### src/rtl/input_cond_pkg.sv
// Shared types and default parameters for the board input conditioner.
package input_cond_pkg;

    // Command latch state: IDLE waits for a press, HOLD keeps a command until acked.
    typedef enum logic {COND_IDLE, COND_HOLD} cond_state_e;

    localparam int unsigned DEFAULT_DEBOUNCE_CYCLES = 1000;
    localparam int unsigned DEFAULT_SYNC_STAGES     = 2;

endpackage

### src/rtl/debounce_channel.sv
// One input channel: N-flop synchroniser, saturating-free debounce counter and
// stable-level register.
// Ports:
//   clock, reset  system clock, synchronous active-high reset
//   raw           asynchronous input
//   level         debounced level (registered)
//   accept_c      combinational: level will take the synced value at the next edge
module debounce_channel
    import input_cond_pkg::*;
#(
    parameter int unsigned SYNC_STAGES     = DEFAULT_SYNC_STAGES,
    parameter int unsigned DEBOUNCE_CYCLES = DEFAULT_DEBOUNCE_CYCLES
) (
    input  logic clock,
    input  logic reset,
    input  logic raw,
    output logic level,
    output logic accept_c
);

    localparam int unsigned CNT_W = $clog2(DEBOUNCE_CYCLES + 1);

    logic [SYNC_STAGES-1:0] sync_q;
    logic [CNT_W-1:0]       cnt_q;
    logic                   synced;

    assign synced = sync_q[SYNC_STAGES-1];

    // Synchroniser chain, raw enters at bit 0.
    always_ff @(posedge clock) begin
        if (reset) begin
            sync_q <= '0;
        end else begin
            sync_q <= {sync_q[SYNC_STAGES-2:0], raw};
        end
    end

    // Accept on the DEBOUNCE_CYCLES-th consecutive differing sample; the counter
    // is cleared at that point, so it never exceeds DEBOUNCE_CYCLES-1.
    assign accept_c = (synced != level) && (cnt_q == CNT_W'(DEBOUNCE_CYCLES - 1));

    // Debounce counter and stable level.
    always_ff @(posedge clock) begin
        if (reset) begin
            cnt_q <= '0;
            level <= 1'b0;
        end else if (synced == level) begin
            cnt_q <= '0;
        end else if (accept_c) begin
            cnt_q <= '0;
            level <= synced;
        end else begin
            cnt_q <= cnt_q + CNT_W'(1);
        end
    end

endmodule

### src/rtl/input_conditioner.sv
// Front end for board buttons and switches: synchronise and debounce every
// input, generate rising-edge pulses for buttons, and latch the first press as
// a command {buttons, switch snapshot} held until acknowledged.
// Optional macro INPUT_COND_FALL_PULSE_EN adds btn_fall (falling-edge pulses).
// Ports:
//   clock, reset  system clock, synchronous active-high reset
//   btn_raw       asynchronous button inputs
//   sw_raw        asynchronous switch inputs
//   btn_level     debounced button levels
//   btn_rise      1-cycle pulse per debounced 0->1 button transition
//   btn_fall      (optional) 1-cycle pulse per debounced 1->0 transition
//   sw_level      debounced switch levels
//   cmd_valid     command pending
//   cmd_btn       btn_rise vector captured with the command
//   cmd_sw        sw_level captured with the command
//   cmd_ack       consumer accepts the pending command
//   cmd_drop      sticky: a press arrived while a command was pending
module input_conditioner
    import input_cond_pkg::*;
#(
    parameter int unsigned NUM_BTN         = 3,
    parameter int unsigned NUM_SW          = 2,
    parameter int unsigned SYNC_STAGES     = DEFAULT_SYNC_STAGES,
    parameter int unsigned DEBOUNCE_CYCLES = DEFAULT_DEBOUNCE_CYCLES
) (
    input  logic               clock,
    input  logic               reset,
    input  logic [NUM_BTN-1:0] btn_raw,
    input  logic [NUM_SW-1:0]  sw_raw,
    output logic [NUM_BTN-1:0] btn_level,
    output logic [NUM_BTN-1:0] btn_rise,
`ifdef INPUT_COND_FALL_PULSE_EN
    output logic [NUM_BTN-1:0] btn_fall,
`endif
    output logic [NUM_SW-1:0]  sw_level,
    output logic               cmd_valid,
    output logic [NUM_BTN-1:0] cmd_btn,
    output logic [NUM_SW-1:0]  cmd_sw,
    input  logic               cmd_ack,
    output logic               cmd_drop
);

    logic [NUM_BTN-1:0] btn_accept;
    logic [NUM_SW-1:0]  unused_sw_accept;

    // Debounce channels.
    for (genvar i = 0; i < NUM_BTN; i++) begin : g_btn
        debounce_channel #(
            .SYNC_STAGES     (SYNC_STAGES),
            .DEBOUNCE_CYCLES (DEBOUNCE_CYCLES)
        ) u_chan (
            .clock    (clock),
            .reset    (reset),
            .raw      (btn_raw[i]),
            .level    (btn_level[i]),
            .accept_c (btn_accept[i])
        );
    end

    for (genvar i = 0; i < NUM_SW; i++) begin : g_sw
        debounce_channel #(
            .SYNC_STAGES     (SYNC_STAGES),
            .DEBOUNCE_CYCLES (DEBOUNCE_CYCLES)
        ) u_chan (
            .clock    (clock),
            .reset    (reset),
            .raw      (sw_raw[i]),
            .level    (sw_level[i]),
            .accept_c (unused_sw_accept[i])
        );
    end

    // Edge pulses are registered alongside the level update, so they coincide
    // with the first cycle of the new level. An accept always flips the level,
    // so the current level gives the direction.
    always_ff @(posedge clock) begin
        if (reset) begin
            btn_rise <= '0;
        end else begin
            btn_rise <= btn_accept & ~btn_level;
        end
    end

`ifdef INPUT_COND_FALL_PULSE_EN
    always_ff @(posedge clock) begin
        if (reset) begin
            btn_fall <= '0;
        end else begin
            btn_fall <= btn_accept & btn_level;
        end
    end
`endif

    cond_state_e        state_q, state_d;
    logic               valid_d;
    logic [NUM_BTN-1:0] btn_d;
    logic [NUM_SW-1:0]  sw_d;
    logic               drop_d;
    logic               any_rise;

    assign any_rise = |btn_rise;

    // Command FSM state and output registers.
    always_ff @(posedge clock) begin
        if (reset) begin
            state_q   <= COND_IDLE;
            cmd_valid <= 1'b0;
            cmd_btn   <= '0;
            cmd_sw    <= '0;
            cmd_drop  <= 1'b0;
        end else begin
            state_q   <= state_d;
            cmd_valid <= valid_d;
            cmd_btn   <= btn_d;
            cmd_sw    <= sw_d;
            cmd_drop  <= drop_d;
        end
    end

    // Command FSM next-state logic.
    always_comb begin
        state_d = state_q;
        valid_d = cmd_valid;
        btn_d   = cmd_btn;
        sw_d    = cmd_sw;
        drop_d  = cmd_drop;
        case (state_q)
            COND_IDLE: begin
                if (any_rise) begin
                    btn_d   = btn_rise;
                    sw_d    = sw_level;
                    valid_d = 1'b1;
                    state_d = COND_HOLD;
                end
            end
            COND_HOLD: begin
                if (cmd_ack) begin
                    if (any_rise) begin
                        // Back-to-back: replace the acked command in place.
                        btn_d = btn_rise;
                        sw_d  = sw_level;
                    end else begin
                        valid_d = 1'b0;
                        state_d = COND_IDLE;
                    end
                end else if (any_rise) begin
                    drop_d = 1'b1;
                end
            end
            default: begin
                state_d = COND_IDLE;
                valid_d = 1'b0;
            end
        endcase
    end

endmodule

### config.mk
export PLATFORM = sky130hd
export DESIGN_NAME = input_conditioner
export DESIGN_NICKNAME = d
export VERILOG_FILES = /design/src/rtl/input_cond_pkg.sv /design/src/rtl/debounce_channel.sv /design/src/rtl/input_conditioner.sv
export SDC_FILE = /design/constraint.sdc
export NUM_CORES = 1
export LEC_CHECK = 0
export CAP_MARGIN = 20
export CORE_AREA = 2 2 86 88
export DETAILED_ROUTE_END_ITERATION = 6
export DIE_AREA = 0 0 88 90
export GPL_TIMING_DRIVEN = 1
export PLACE_DENSITY_LB_ADDON = 0.05
export SLEW_MARGIN = 0
export SYNTH_ARGS = -nofsm -noshare
export SYNTH_HDL_FRONTEND = slang
export SYNTH_SLANG_ARGS = --single-unit
### constraint.sdc
create_clock -name clock -period 1.99 [get_ports clock]
set_clock_uncertainty 0.2 [all_clocks]
set_input_delay 0.199 -clock clock [delete_from_list [all_inputs] [get_ports clock]]
set_output_delay 0.199 -clock clock [all_outputs]
set_load 0.02 [all_outputs]
==> impl_metrics.env <==
export IMPL_status="completed"
export IMPL_clock_latency_ps=340
export IMPL_drive_gt1_share_pct=7.629
export IMPL_cts_tree="built"
export IMPL_crit_buf_inv=1
export IMPL_endpoint_kind="primary output"
export IMPL_synth_simple_area_share_pct=27.55
export IMPL_drt_wl_total_um=5511
export IMPL_start_kind="flop"
export IMPL_multi_input_area_mm2=0.001486
export IMPL_slowest_delay_ps=640
export IMPL_drv_slew=0
export IMPL_rows=31
export IMPL_vdd_drop_max_uv=407.0
export IMPL_dr_pass1_iters=4
export IMPL_cp_num_cells=1
export IMPL_synthMuxAreaShare_pct=0.9709
export IMPL_yosysWarnings=0
export IMPL_synth_edff_count=0
export IMPL_netlist_area_mm2=0.003093
export IMPL_worstSetupPathType="flop to primary output"
export IMPL_finalSetupTns_ps=0
export IMPL_timing_final_crit_period_ps=1784
export IMPL_antenna_found_initial=0
export IMPL_crit_fanout=4
export IMPL_cts_max_level=3
export IMPL_cts_sinks=76
export IMPL_area_growth_synth_to_final_pct=16.02
export IMPL_routedWlPerCell_um=11.83
export IMPL_register_area_mm2=0.001521
export IMPL_fmax_mhz=560.5
export IMPL_grt_max_degree=35
export IMPL_rsz0062_at_grt="no"
export IMPL_syn_nets=350
export IMPL_worstPathCellList="clkdlybuf4s50_1"
export IMPL_hp_class="input port to flop"
export IMPL_drtAntennaViolNets=0
export IMPL_ys_flop_type="dfxtp_1"
export IMPL_grt_pass1_wl_um=9832
export IMPL_critPathTopFamily="buffers and inverters"
export IMPL_numPortBuffers=22
export IMPL_clk_pin_slew_worst_paths_ps=70
export IMPL_cts_buffer_depth=2
export IMPL_post_route_period_util_pct=89.65
export IMPL_io_pins=23
export IMPL_core_area_mm2=0.007020
export IMPL_syn_area_per_cell_um2=9.178
export IMPL_viasPerCell=4.899
export IMPL_ys_seq_elements=76
export IMPL_post_cts_setup_buffer_count=0
export IMPL_synth_compound_area_share_pct=8.455
export IMPL_final_common_cell="dfxtp_1"
export IMPL_diodes=0
export IMPL_grt_usage_pct=15.63
export IMPL_ys_types=41
export IMPL_synth_xor_area_share_pct=9.061
export IMPL_drt_initial_drc_count=79
export IMPL_max_cap_violations=0
export IMPL_critPathArrivalTime_ps=1380
export IMPL_r2r_cells=4
export IMPL_cts_repair_resized=0
export IMPL_cts_root_buf="clkbuf_8"
export IMPL_p_leak_nw=1.241
export IMPL_synth_seq_area_share_pct=49.19
export IMPL_synth_top_family_by_area="simple AND/OR/NAND/NOR gates"
export IMPL_cts_hold_buf=0
export IMPL_dp_cells=452
export IMPL_required_ps=1590
export IMPL_finalHoldViolations=0
export IMPL_p_per_area_mw_per_mm2=744.7
export IMPL_num_nets_final=377
export IMPL_relSlewSlack_pct=77.63
export IMPL_cts_buffers=9
export IMPL_final_setup_viol_count=0
export IMPL_dieArea_mm2=0.007920
export IMPL_initial_core_util_pct=44.06
export IMPL_nFillCells=684
export IMPL_final_cells=466
export IMPL_synthArstFlopShare_pct=0
export IMPL_dieWidth_um=88
export IMPL_place_congestion=0.8002
export IMPL_hold_path_depth=2
export IMPL_crit_path_top_delay_cell="clkdlybuf4s50_1"
export IMPL_num_vias=2283
export IMPL_worst_pin_slew_ps=330.9
export IMPL_dp_hpwl_um=3917
export IMPL_synth_adder_area_share_pct=2.023
export IMPL_synthCells=337
export IMPL_first_global_vias=2146
export IMPL_layout_common_cells="76 x dfxtp_1, 54 x nor2_1, 25 x nand2_1"
export IMPL_drc_errors=0
export IMPL_dieHeight_um=90
export IMPL_grt_ovfl_total=0
-- synth_stat cells, drive strengths merged, types with 7 or more instances --
library cell / instances / area share [%]
nor2b: 13 / 2.6
xor2: 15 / 4.2
buf: 7 / 1.5
inv: 8 / 0.97
and3: 10 / 2.0
xnor2: 17 / 4.8
nand2: 25 / 3.0
nor3: 9 / 1.5
nand4: 7 / 1.4
nand2b: 8 / 1.7
nand3: 21 / 3.6
dfxtp: 76 / 49
nor2: 57 / 7.2
a21oi: 17 / 2.8
-- kinds of logic after synthesis --
logic type	after synthesis
flip-flops	76
adder cells (fa/ha/maj)	5
multiplexers	3
buffers and inverters	17
XOR/XNOR	32
AO/OA/AOI/OAI	39
AND/OR/NAND/NOR	165
-- state kept, by name (all words and copies together), names as in the netlist --
register             cells
btn_rise                 3
cmd_btn                  3
cmd_drop                 1
cmd_sw                   2
cmd_valid                1
g_btn.u_chan.cnt_q      30
g_btn.u_chan.level       3
g_btn.u_chan.sync_q      6
g_sw.u_chan.cnt_q       20
g_sw.u_chan.level        2
g_sw.u_chan.sync_q       4
state_q                  1
-- layer usage --
metal	GRT usage, %	part of all wire (%)	vias to the layer above
met5	0	0	-
met4	7.308	1.6	0
met3	3.398	2.8	6
met2	22.29	43	31
met1	22.23	53	1036
li1	-	-	1210
-- where the power goes --
part | switching, W | leakage, nW | total [W] | internal [W]
Clock | 0.000514 | 0.0890 | 0.00108 | 0.000563
Combinational | 0.0000277 | 0.537 | 0.0000570 | 0.0000293
Sequential | 0.00000629 | 0.614 | 0.00154 | 0.00153
-- layout make-up --
cell class              count  share of cell area, %
flip-flops and latches     76                  42.40
multi-input cells         244                  41.42
well taps                  99                  3.452
clock buffers              11                  3.661
repair buffers             25                  7.113
inverters                   8                 0.8368
clock inverters             3                  1.116
-- final timing paths --
| kind | start | to | slack, ps |
|---|---|---|---|
| setup / recovery | g_btn[0].u_chan.level | btn_level[0] | 210 |
| hold / removal | btn_raw[2] | g_btn[2].u_chan.sync_q[0] | 220 |
| setup reg to reg | g_btn[0].u_chan.cnt_q[0] | btn_rise[0] | 280 |
| hold reg to reg | g_sw[0].u_chan.sync_q[0] | g_sw[0].u_chan.sync_q[1] | 240 |
-- through the flow --
stage                     power (W)  util, %  cell area, um^2  worst slack [ps]  hold slack (ps)
after detailed placement   0.001632    48.67             3417             260.4            222.0
after global routing       0.002791    51.11             3588             85.11            214.7
after CTS                  0.002712    51.11             3588             194.0            204.2
after global placement     0.001631    48.67             3417             223.0            219.0
after floorplan            0.001605        -             3093             490.7            114.2
final                      0.002672    51.11             3588             206.0            218.4
Power figures use the tool's default switching activity.
